<file path="src/rtl/pdm_audio_tx_if.sv">
// Sample handshake between the playback controller and the PDM transmitter.
interface pdm_audio_tx_if #(
    parameter int SAMPLE_W = 16
);
    logic [SAMPLE_W-1:0] sample_i;
    logic                sample_valid_i;
    logic                sample_ready_o;

    modport master (output sample_i, output sample_valid_i, input sample_ready_o);
    modport slave  (input sample_i, input sample_valid_i, output sample_ready_o);
endinterface

</file>
<file path="src/rtl/pdm_audio_tx.sv">
// PCM-to-PDM playback transmitter: one-entry sample buffer feeding a
// first-order sigma-delta modulator clocked at the PDM bit rate.
//   state | meaning
//   IDLE  | outputs low, all datapath registers held at zero
//   RUN   | amplifier on, bit/sample timing running, accepting samples
module pdm_audio_tx #(
    parameter int CLK_DIV  = 40,
    parameter int OSR      = 64,
    parameter int SAMPLE_W = 16
) (
    input  logic            clock_i,
    input  logic            Reset,
    input  logic            enable_i,
    pdm_audio_tx_if.slave   smp,
    output logic            pdm_audio_o,
    output logic            pdm_sdaudio_o,
    output logic            underrun_o
);
    localparam int DIV_W = (CLK_DIV > 1) ? $clog2(CLK_DIV) : 1;
    localparam int BIT_W = (OSR > 1) ? $clog2(OSR) : 1;
    localparam logic [DIV_W-1:0] DIV_MAX = DIV_W'(CLK_DIV - 1);
    localparam logic [BIT_W-1:0] BIT_MAX = BIT_W'(OSR - 1);

    typedef enum logic {IDLE = 1'b0, RUN = 1'b1} state_t;

    state_t              state_q,    state_d;
    logic [DIV_W-1:0]    div_cnt_q,  div_cnt_d;
    logic [BIT_W-1:0]    bit_cnt_q,  bit_cnt_d;
    logic [SAMPLE_W-1:0] acc_q,      acc_d;
    logic [SAMPLE_W-1:0] cur_q,      cur_d;
    logic [SAMPLE_W-1:0] buf_q,      buf_d;
    logic                buf_full_q, buf_full_d;
    logic                pdm_q,      pdm_d;
    logic                sd_q,       sd_d;
    logic                ready_q,    ready_d;
    logic                underrun_q, underrun_d;

    logic                tick;
    logic                boundary;
    logic                take;
    logic [SAMPLE_W:0]   sum;

    always_comb begin
        state_d    = state_q;
        div_cnt_d  = div_cnt_q;
        bit_cnt_d  = bit_cnt_q;
        acc_d      = acc_q;
        cur_d      = cur_q;
        buf_d      = buf_q;
        buf_full_d = buf_full_q;
        pdm_d      = pdm_q;
        sd_d       = sd_q;
        ready_d    = ready_q;
        underrun_d = 1'b0;

        tick     = (div_cnt_q == DIV_MAX);
        boundary = tick && (bit_cnt_q == BIT_MAX);
        take     = smp.sample_valid_i && ready_q;
        // MSB flip turns the signed sample into offset binary before accumulating
        sum      = {1'b0, acc_q} + {1'b0, ~cur_q[SAMPLE_W-1], cur_q[SAMPLE_W-2:0]};

        if (state_q == RUN && enable_i) begin
            div_cnt_d = tick ? '0 : div_cnt_q + DIV_W'(1);
            if (tick) begin
                bit_cnt_d = boundary ? '0 : bit_cnt_q + BIT_W'(1);
                acc_d     = sum[SAMPLE_W-1:0];
                pdm_d     = sum[SAMPLE_W];
            end
            if (boundary) begin
                if (buf_full_q) begin
                    cur_d      = buf_q;
                    buf_full_d = 1'b0;
                end else begin
                    cur_d      = '0;
                    underrun_d = 1'b1;
                end
            end
            // take implies the buffer was empty, so it never collides with the refill above
            if (take) begin
                buf_d      = smp.sample_i;
                buf_full_d = 1'b1;
            end
            ready_d = !buf_full_d;
            sd_d    = 1'b1;
        end else begin
            state_d    = IDLE;
            div_cnt_d  = '0;
            bit_cnt_d  = '0;
            acc_d      = '0;
            cur_d      = '0;
            buf_d      = '0;
            buf_full_d = 1'b0;
            pdm_d      = 1'b0;
            sd_d       = 1'b0;
            ready_d    = 1'b0;
            if (enable_i) begin
                state_d = RUN;
                sd_d    = 1'b1;
                ready_d = 1'b1;
            end
        end
    end

    always_ff @(posedge clock_i or posedge Reset) begin
        if (Reset) begin
            state_q    <= IDLE;
            div_cnt_q  <= '0;
            bit_cnt_q  <= '0;
            acc_q      <= '0;
            cur_q      <= '0;
            buf_q      <= '0;
            buf_full_q <= 1'b0;
            pdm_q      <= 1'b0;
            sd_q       <= 1'b0;
            ready_q    <= 1'b0;
            underrun_q <= 1'b0;
        end else begin
            state_q    <= state_d;
            div_cnt_q  <= div_cnt_d;
            bit_cnt_q  <= bit_cnt_d;
            acc_q      <= acc_d;
            cur_q      <= cur_d;
            buf_q      <= buf_d;
            buf_full_q <= buf_full_d;
            pdm_q      <= pdm_d;
            sd_q       <= sd_d;
            ready_q    <= ready_d;
            underrun_q <= underrun_d;
        end
    end

    assign pdm_audio_o        = pdm_q;
    assign pdm_sdaudio_o      = sd_q;
    assign underrun_o         = underrun_q;
    assign smp.sample_ready_o = ready_q;
endmodule

</file>
<file path="src/flat_wrapper.sv">
// flat-port wrapper written by rule: the top's interface ports become plain ports
module pdm_audio_tx_flat 
#(
    parameter int CLK_DIV  = 40,
    parameter int OSR      = 64,
    parameter int SAMPLE_W = 16
)
  (clock_i, Reset, enable_i, pdm_audio_o, pdm_sdaudio_o, underrun_o, smp_sample_i, smp_sample_valid_i, smp_sample_ready_o);
  pdm_audio_tx_if #(.SAMPLE_W(SAMPLE_W)) smp_i ();
  input  logic clock_i;
  input  logic Reset;
  input  logic enable_i;
  output logic pdm_audio_o;
  output logic pdm_sdaudio_o;
  output logic underrun_o;
  input wire logic [$bits(smp_i.sample_i)-1:0] smp_sample_i;
  input wire logic [$bits(smp_i.sample_valid_i)-1:0] smp_sample_valid_i;
  output wire logic [$bits(smp_i.sample_ready_o)-1:0] smp_sample_ready_o;
  assign smp_i.sample_i = smp_sample_i;
  assign smp_i.sample_valid_i = smp_sample_valid_i;
  assign smp_sample_ready_o = smp_i.sample_ready_o;
  pdm_audio_tx #(.CLK_DIV(CLK_DIV), .OSR(OSR), .SAMPLE_W(SAMPLE_W)) u_core (.clock_i(clock_i), .Reset(Reset), .enable_i(enable_i), .smp(smp_i), .pdm_audio_o(pdm_audio_o), .pdm_sdaudio_o(pdm_sdaudio_o), .underrun_o(underrun_o));
endmodule
</file>
<file path="config.mk">
export PLATFORM = sky130hd
export DESIGN_NAME = pdm_audio_tx_flat
export DESIGN_NICKNAME = d
export VERILOG_FILES = /design/src/rtl/pdm_audio_tx_if.sv /design/src/rtl/pdm_audio_tx.sv /design/src/flat_wrapper.sv
export SDC_FILE = /design/constraint.sdc
export NUM_CORES = 1
export LEC_CHECK = 0
export CAP_MARGIN = 20
export CORE_MARGIN = 2
export CORE_UTILIZATION = 55
export CTS_BUF_LIST = sky130_fd_sc_hd__clkbuf_8
export DETAILED_ROUTE_END_ITERATION = 6
export PLACE_DENSITY_LB_ADDON = 0.12
export SLEW_MARGIN = 0
export SYNTH_ARGS = -nofsm -noshare
export SYNTH_HDL_FRONTEND = slang
export SYNTH_SLANG_ARGS = --single-unit
</file>
<file path="constraint.sdc">
create_clock -name clock_i -period 2.15 [get_ports clock_i]
set_input_delay 0.43 -clock clock_i [delete_from_list [all_inputs] [get_ports clock_i]]
set_output_delay 0.43 -clock clock_i [all_outputs]
set_load 0.005 [all_outputs]
</file>
==> flow_metrics.py, run 1 <==
metrics = {
    "synth": {
        "synthDominantCellAreaShare_pct": 49.4,
        "synth_area_per_cell_um2": 10.4,
        "synthCells": 322,
        "ys_seq_area_share_pct": 49.4,
        "syn_nets": 361,
        "ys_types": 48,
        "syn_area_mm2": 0.00334,
        "synth_area_leaders": "dfrtp_1 (49%), a22o_1 (7.9%), ha_1 (6.7%), nand2_1 (4.0%), a21oi_1 (3.4%)",
        "yosysTopAreaCell": "dfrtp_1",
        "yosys_warnings": 0,
        "synth-edff-count": 0,
        "ys.flop_type": "dfrtp_1",
        "yosysMostFrequentCell": "dfrtp_1",
        "synth_common_cells": "dfrtp_1 (66), nand2_1 (36), a22o_1 (30), a21oi_1 (23), nor2_1 (19)",
        "async_flop_share_pct": 100,
        "synth-seq-cells": 66,
    },
    "detailed_routing": {
        "via_count": 2548,
        "ant_nets": 0,
        "first_pass_iters": 4,
        "wl_um": 7270,
        "drt_iter0_drc": 163,
        "viasPerCell": 5.87,
        "drc": 0,
        "wl_per_cell_um": 16.7,
    },
    "sta": {
        "fmax_mhz": 503,
        "worst_pin_slew_ns": 0.716,
        "drv_slew": 0,
        "hold_viol_final": 0,
        "setup_viol": 0,
        "slew_headroom_pct": 52.3,
        "min_period_ns": 1.99,
        "timing.final.crit_share_pct": 92.4,
        "finalSetupTns_ns": 0,
        "fin_skew_ns": 0.00629,
    },
    "power": {
        "leakage_nw": 1.87,
        "power_frac_clock_pct": 43.8,
        "power_frac_comb_pct": 5.0,
        "swShare_pct": 21.7,
        "ir_worst_vdd_mv": 0.427,
        "sequentialPowerShare_pct": 51.1,
        "p_int_mw": 1.93,
        "p_per_area_mw_per_mm2": 622,
        "power_mw": 2.47,
        "power.switching_uw": 536,
    },
    "clocking": {
        "path_clk_slew_ns": 0.07,
        "cts_tree": "yes",
        "clk_latency_ns": 0.34,
        "numCtsBuffers": 9,
        "clockRootBuffer": "clkbuf_8",
        "postCtsSetupBuffers": 0,
        "cts_buffer_depth": 2,
        "cts.sinks": 66,
        "ctsHtreeMaxLevel": 3,
    },
    "worst_setup_path": {
        "rrSetupSlack_ns": 0.16,
        "cp-start-kind": "register",
        "reg2reg_depth": 9,
        "crit_path_max_fanout": 2,
        "cp-end-kind": "register",
        "worstPathArrival_ns": 2.25,
        "r2r-start": "u_core.cur_q[0]$_DFFE_PP0P_",
        "crit_required_ns": 2.41,
        "path_class": "reg2reg",
        "r2r-end": "u_core.acc_q[12]$_DFFE_PP0P_",
    },
    "finish": {
        "drive_gt1_share_pct": 12.5,
        "nets": 394,
        "diodes": 0,
        "syn_to_final_growth_pct": 18.6,
    },
    "grt": {
        "grt_remaining_overflow": 0,
        "antenna_found_initial": 0,
        "grt_max_degree": 67,
        "first_global_vias": 2517,
        "grt_pass1_wl_um": 12200,
        "track_usage_pct": 24.6,
    },
    "run_status": {
        "outcome": "finished clean",
    },
    "floorplan": {
        "fp.dieW_um": 82.0,
        "core_mm2": 0.00589,
        "start_util_pct": 56.8,
        "die_height_um": 82.0,
        "die_area_mm2": 0.00672,
        "rows": 28,
        "io_pins": 24,
    },
    "placement": {
        "port_buffers": 23,
        "hpwl_um": 5120,
        "globalplace.congestion": 0.849,
    },
    "run": {
        "maxCapViolCount": 0,
    },
    "min_path": {
        "hold_path_class": "in2async",
    },
}
worst max-delay path by stage:
stage	from	end	slack [ns]	cells past startpoint
2_1_floorplan	Reset	u_core.acc_q[0]$_DFFE_PP0P_	0.07	1
3_3_place_gp	enable_i	u_core.smp.sample_ready_o$_DFF_PP0_	0.03	4
3_5_place_dp	enable_i	u_core.buf_q[7]$_DFFE_PP0P_	0.01	4
4_1_cts	u_core.cur_q[0]$_DFFE_PP0P_	u_core.acc_q[12]$_DFFE_PP0P_	0.01	9
5_1_grt	u_core.cur_q[0]$_DFFE_PP0P_	u_core.acc_q[12]$_DFFE_PP0P_	-0.02	9
6_report	u_core.cur_q[0]$_DFFE_PP0P_	u_core.acc_q[12]$_DFFE_PP0P_	0.16	9
logic make-up (layout without fill, tap and decap cells):
| group | Yosys count | in the layout | synth area share [%] |
|---|---|---|---|
| AOI/OAI and AO/OA | 94 | 94 | 19.7 |
| xor gates and xnor gates | 17 | 17 | 4.45 |
| adders and majority gates | 19 | 19 | 7.33 |
| buffers and inverters | 26 | 63 | 3.85 |
| DFF | 66 | 66 | 49.4 |
| muxes | 1 | 1 | 0.299 |
| and+or+nand+nor | 99 | 99 | 15.0 |
per-stage QoR:
step / hold WS (ns) / utilization [%] / cell area, um2 / cells / worst slack [ns]
detailed placement: 0.466 / 63.3 / 3730 / 419 / 0.0136
CTS: 0.476 / 66.8 / 3930 / 434 / 0.0115
floorplan: 0.433 / - / 3340 / 322 / 0.0652
global placement: 0.446 / 63.3 / 3730 / 419 / 0.0284
finish: 0.473 / 67.4 / 3970 / 434 / 0.163
global route: 0.507 / 67.4 / 3970 / 434 / -0.0153
state kept, by name, indices dropped and copies added (netlist names):
register,count
u_core.acc_q,16
u_core.buf_q,16
u_core.cur_q,16
u_core.bit_cnt_q,6
u_core.div_cnt_q,6
u_core.buf_full_q,1
u_core.pdm_audio_o,1
u_core.pdm_sdaudio_o,1
u_core.smp.sample_ready_o,1
u_core.state_q,1
u_core.underrun_o,1
cell usage in the layout (no fill, tap or decap), drive strengths merged, types with 3 or more instances in the layout:
master and n:
nor2 19, xor2 12, nand2 37, nand3 10
dfrtp 66, a22o 30, inv 8, a21o 5
a211o 3, and3 5, o21ai 12, and2 3
nor3 5, a21oi 23, clkdlybuf4s50 23, buf 18
ha 18, clkbuf 12, xnor2 5, a31oi 6
nand4 9
layer usage:
| layer | part of all wire, % | GRT usage (%) |
|---|---|---|
| met1 | 47 | 34.0 |
| met2 | 47 | 38.6 |
| met3 | 4.1 | 4.29 |
| met4 | 1.4 | 10.0 |
| met5 | 0 | 0 |
repair_timing:
action,in CTS,in global routing
hold buffers,0,0
endpoints found under the setup margin,0,8
hold endpoints to repair,0,0
gates resized for setup,0,10
area by class of cell:
class                           instances  area [um2]
Clock buffer                           12         165
Clock inverter                          3        38.8
Fill cell                             492        1920
Inverter                                7        26.3
Multi-Input combinational cell        230        1600
Sequential cell                        66        1650
Tap cell                               75        93.8
Timing Repair Buffer                   41         390
critical path: stages, from the launching register on:
cell	delay (ns)
dfrtp_1	0.36
ha_1	0.17
inv_1	0.06
fa_2	0.37
nor2b_4	0.14
o2111ai_2	0.15
a21oi_2	0.22
a31oi_1	0.13
xor2_1	0.16
o21ai_0	0.15
power groups by stage:
stage | logic [mW] | clock network [mW] | registers (mW)
floorplan | 0.0541 | 0 | 1.28
global placement | 0.125 | 0 | 1.28
detailed placement | 0.127 | 0 | 1.29
CTS | 0.127 | 1.09 | 1.26
global route | 0.139 | 1.14 | 1.26
finish | 0.124 | 1.08 | 1.26
Note: power is estimated with default switching activity, not from simulation.
==> run 2, diff against run 1 <==
--- a/config.mk
+++ b/config.mk
@@ -10,6 +10,7 @@
 export CORE_UTILIZATION = 55
 export CTS_BUF_LIST = sky130_fd_sc_hd__clkbuf_8
 export DETAILED_ROUTE_END_ITERATION = 6
+export GPL_TIMING_DRIVEN = 0
 export PLACE_DENSITY_LB_ADDON = 0.12
 export SLEW_MARGIN = 0
 export SYNTH_ARGS = -nofsm -noshare
==> run 2 against run 1 <==
  * Clock skew increased by 0.0059 ns
  * Die area unchanged
  * Total power increased by 2.8%
==> flow_metrics.py, run 2 (synthesis results as in run 1) <==
metrics = {
    "floorplan": {
        "rows": 28,
        "start_util_pct": 56.8,
        "core_mm2": 0.00589,
        "io_pins": 24,
        "fp.dieW_um": 82.0,
        "die_area_mm2": 0.00672,
        "die_height_um": 82.0,
    },
    "grt": {
        "grt_max_degree": 36,
        "grt_pass1_wl_um": 11900,
        "track_usage_pct": 24.3,
        "first_global_vias": 2462,
        "grt_remaining_overflow": 0,
        "antenna_found_initial": 0,
    },
    "sta": {
        "timing.final.crit_share_pct": 96.8,
        "slew_headroom_pct": 55.6,
        "fin_skew_ns": 0.0122,
        "fin_hold_ws_ns": 0.461,
        "hold_viol_final": 0,
        "finalWorstSetupSlack_ns": 0.0695,
        "min_period_ns": 2.08,
        "worst_pin_slew_ns": 0.666,
        "drv_slew": 0,
        "setup_viol": 0,
        "fmax_mhz": 481,
        "rsz0062_at_grt": "yes",
    },
    "worst_setup_path": {
        "path_class": "reg2reg",
        "critPathMaxStageDelay_ns": 0.38,
        "reg2reg_depth": 8,
        "crit_path_max_fanout": 2,
        "cp_slowest_cell": "dfrtp_1",
        "rrSetupSlack_ns": 0.07,
        "worstPathArrival_ns": 2.34,
        "r2r-start": "u_core.cur_q[0]$_DFFE_PP0P_",
        "crit_family": "compound AO/OA/AOI/OAI gates",
        "crit_required_ns": 2.41,
        "r2r-end": "u_core.pdm_audio_o$_DFFE_PP0P_",
        "cp-start-kind": "register",
        "critPathBufInv": 1,
        "cp-end-kind": "register",
        "path_cells": "ha_2 > inv_1 > fa_2 > nor2b_2 > o2111ai_2 > a21oi_2 > a31oi_2 > o32ai_1",
    },
    "clocking": {
        "ctsHtreeMaxLevel": 3,
        "cts_tree": "yes",
        "ctsHoldBuffers": 0,
        "cts_buffer_depth": 2,
        "clockRootBuffer": "clkbuf_8",
        "numCtsBuffers": 9,
        "path_clk_slew_ns": 0.08,
        "cts.sinks": 66,
        "clk_latency_ns": 0.35,
    },
    "finish": {
        "syn_to_final_growth_pct": 19.2,
        "diodes": 0,
        "drive_gt1_share_pct": 12.6,
        "design_area_mm2": 0.00399,
        "nets": 400,
        "final_common_cell": "dfrtp_1",
        "mostFrequentLayoutCells": "dfrtp_1 (66), nand2_1 (35), a22o_1 (30)",
        "largest_registers": "u_core.acc_q (16), u_core.buf_q (16), u_core.cur_q (16)",
    },
    "power": {
        "power.switching_uw": 553,
        "leakage_nw": 1.87,
        "swShare_pct": 21.8,
        "p_per_area_mw_per_mm2": 636,
        "p_int_mw": 1.98,
        "ir_worst_vdd_mv": 0.426,
        "power_frac_clock_pct": 45.6,
        "power_frac_comb_pct": 4.7,
        "sequentialPowerShare_pct": 49.7,
    },
    "detailed_routing": {
        "wl_per_cell_um": 16.8,
        "first_pass_iters": 5,
        "viasPerCell": 5.87,
        "wl_um": 7410,
        "via_count": 2589,
        "drt_iter0_drc": 223,
        "ant_nets": 0,
        "drc": 0,
    },
    "run": {
        "maxCapViolCount": 0,
    },
    "placement": {
        "placed_area_mm2": 0.00369,
        "globalplace.congestion": 0.858,
        "hpwl_um": 5260,
        "preCtsSetupSlack_ns": -0.237,
        "port_buffers": 23,
    },
    "min_path": {
        "hold_path_class": "reg2reg",
        "hold_depth": 1,
        "hold_path_end": "u_core.div_cnt_q[0]$_DFF_PP0_",
        "hp-start": "u_core.div_cnt_q[0]$_DFF_PP0_",
    },
    "run_status": {
        "outcome": "finished clean",
    },
}
run 2: layout make-up:
class | count | area [um2]
plain buffers | 19 | 105
multi-input cells | 230 | 1610
clock buffers | 10 | 138
repair buffers | 28 | 280
flip-flops and latches | 66 | 1650
well taps | 75 | 93.8
clock inverters | 6 | 81.3
inverters | 7 | 26.3
fillers | 452 | 1900
run 2: what timing repair did:
item                                   CTS  global route
setup buffers                            2             2
pin swaps                                2             2
resized for setup                        4            12
endpoints found under the hold margin    0             0
setup endpoints to repair               12            20
run 2: power by group through the flow:
| stage | Sequential (mW) | Clock, mW | Combinational (mW) |
|---|---|---|---|
| 3_5_place_dp | 1.29 | 0 | 0.120 |
| 5_1_grt | 1.26 | 1.23 | 0.132 |
| 3_3_place_gp | 1.29 | 0 | 0.113 |
| 2_1_floorplan | 1.28 | 0 | 0.0541 |
| 6_report | 1.26 | 1.16 | 0.118 |
| 4_1_cts | 1.26 | 1.17 | 0.120 |
run 2: layer usage:
| layer | track usage, % | wire (um) | vias to the layer above |
|---|---|---|---|
| met3 | 4.84 | 390 | 17 |
| met1 | 33.8 | 3510 | 1247 |
| met4 | 10.8 | 179 | 0 |
| met5 | 0 | 0 | - |
| li1 | - | - | 1255 |
| met2 | 36.7 | 3330 | 70 |
run 2: worst register-to-register path, stage by stage, from the launching register on:
cell and delay, ns:
dfrtp_1 0.38, ha_2 0.19, inv_1 0.05, fa_2 0.36, nor2b_2 0.16, o2111ai_2 0.16
a21oi_2 0.26, a31oi_2 0.14, o32ai_1 0.29
run 2: per-stage QoR:
step	setup TNS (ns)	cells	total power, mW	utilization [%]
floorplan	0	322	1.34	-
global placement	-72.80	420	1.40	62.3
detailed placement	-5.71	421	1.41	62.7
CTS	0	439	2.55	66.9
global route	-0.113	441	2.63	67.7
finish	0	441	2.54	67.7
run 2: worst max path at each step:
stage / end / depth (start not counted) / start / slack [ns]
3_3_place_gp: u_core.div_cnt_q[3]$_DFF_PP0_ / 2 / Reset / -1.03
2_1_floorplan: u_core.acc_q[0]$_DFFE_PP0P_ / 1 / Reset / 0.07
5_1_grt: u_core.acc_q[14]$_DFFE_PP0P_ / 9 / u_core.cur_q[0]$_DFFE_PP0P_ / -0.04
4_1_cts: u_core.acc_q[13]$_DFFE_PP0P_ / 8 / u_core.cur_q[6]$_DFFE_PP0P_ / 0.003
3_5_place_dp: u_core.buf_q[3]$_DFFE_PP0P_ / 5 / enable_i / -0.24
6_report: u_core.pdm_audio_o$_DFFE_PP0P_ / 8 / u_core.cur_q[0]$_DFFE_PP0P_ / 0.07
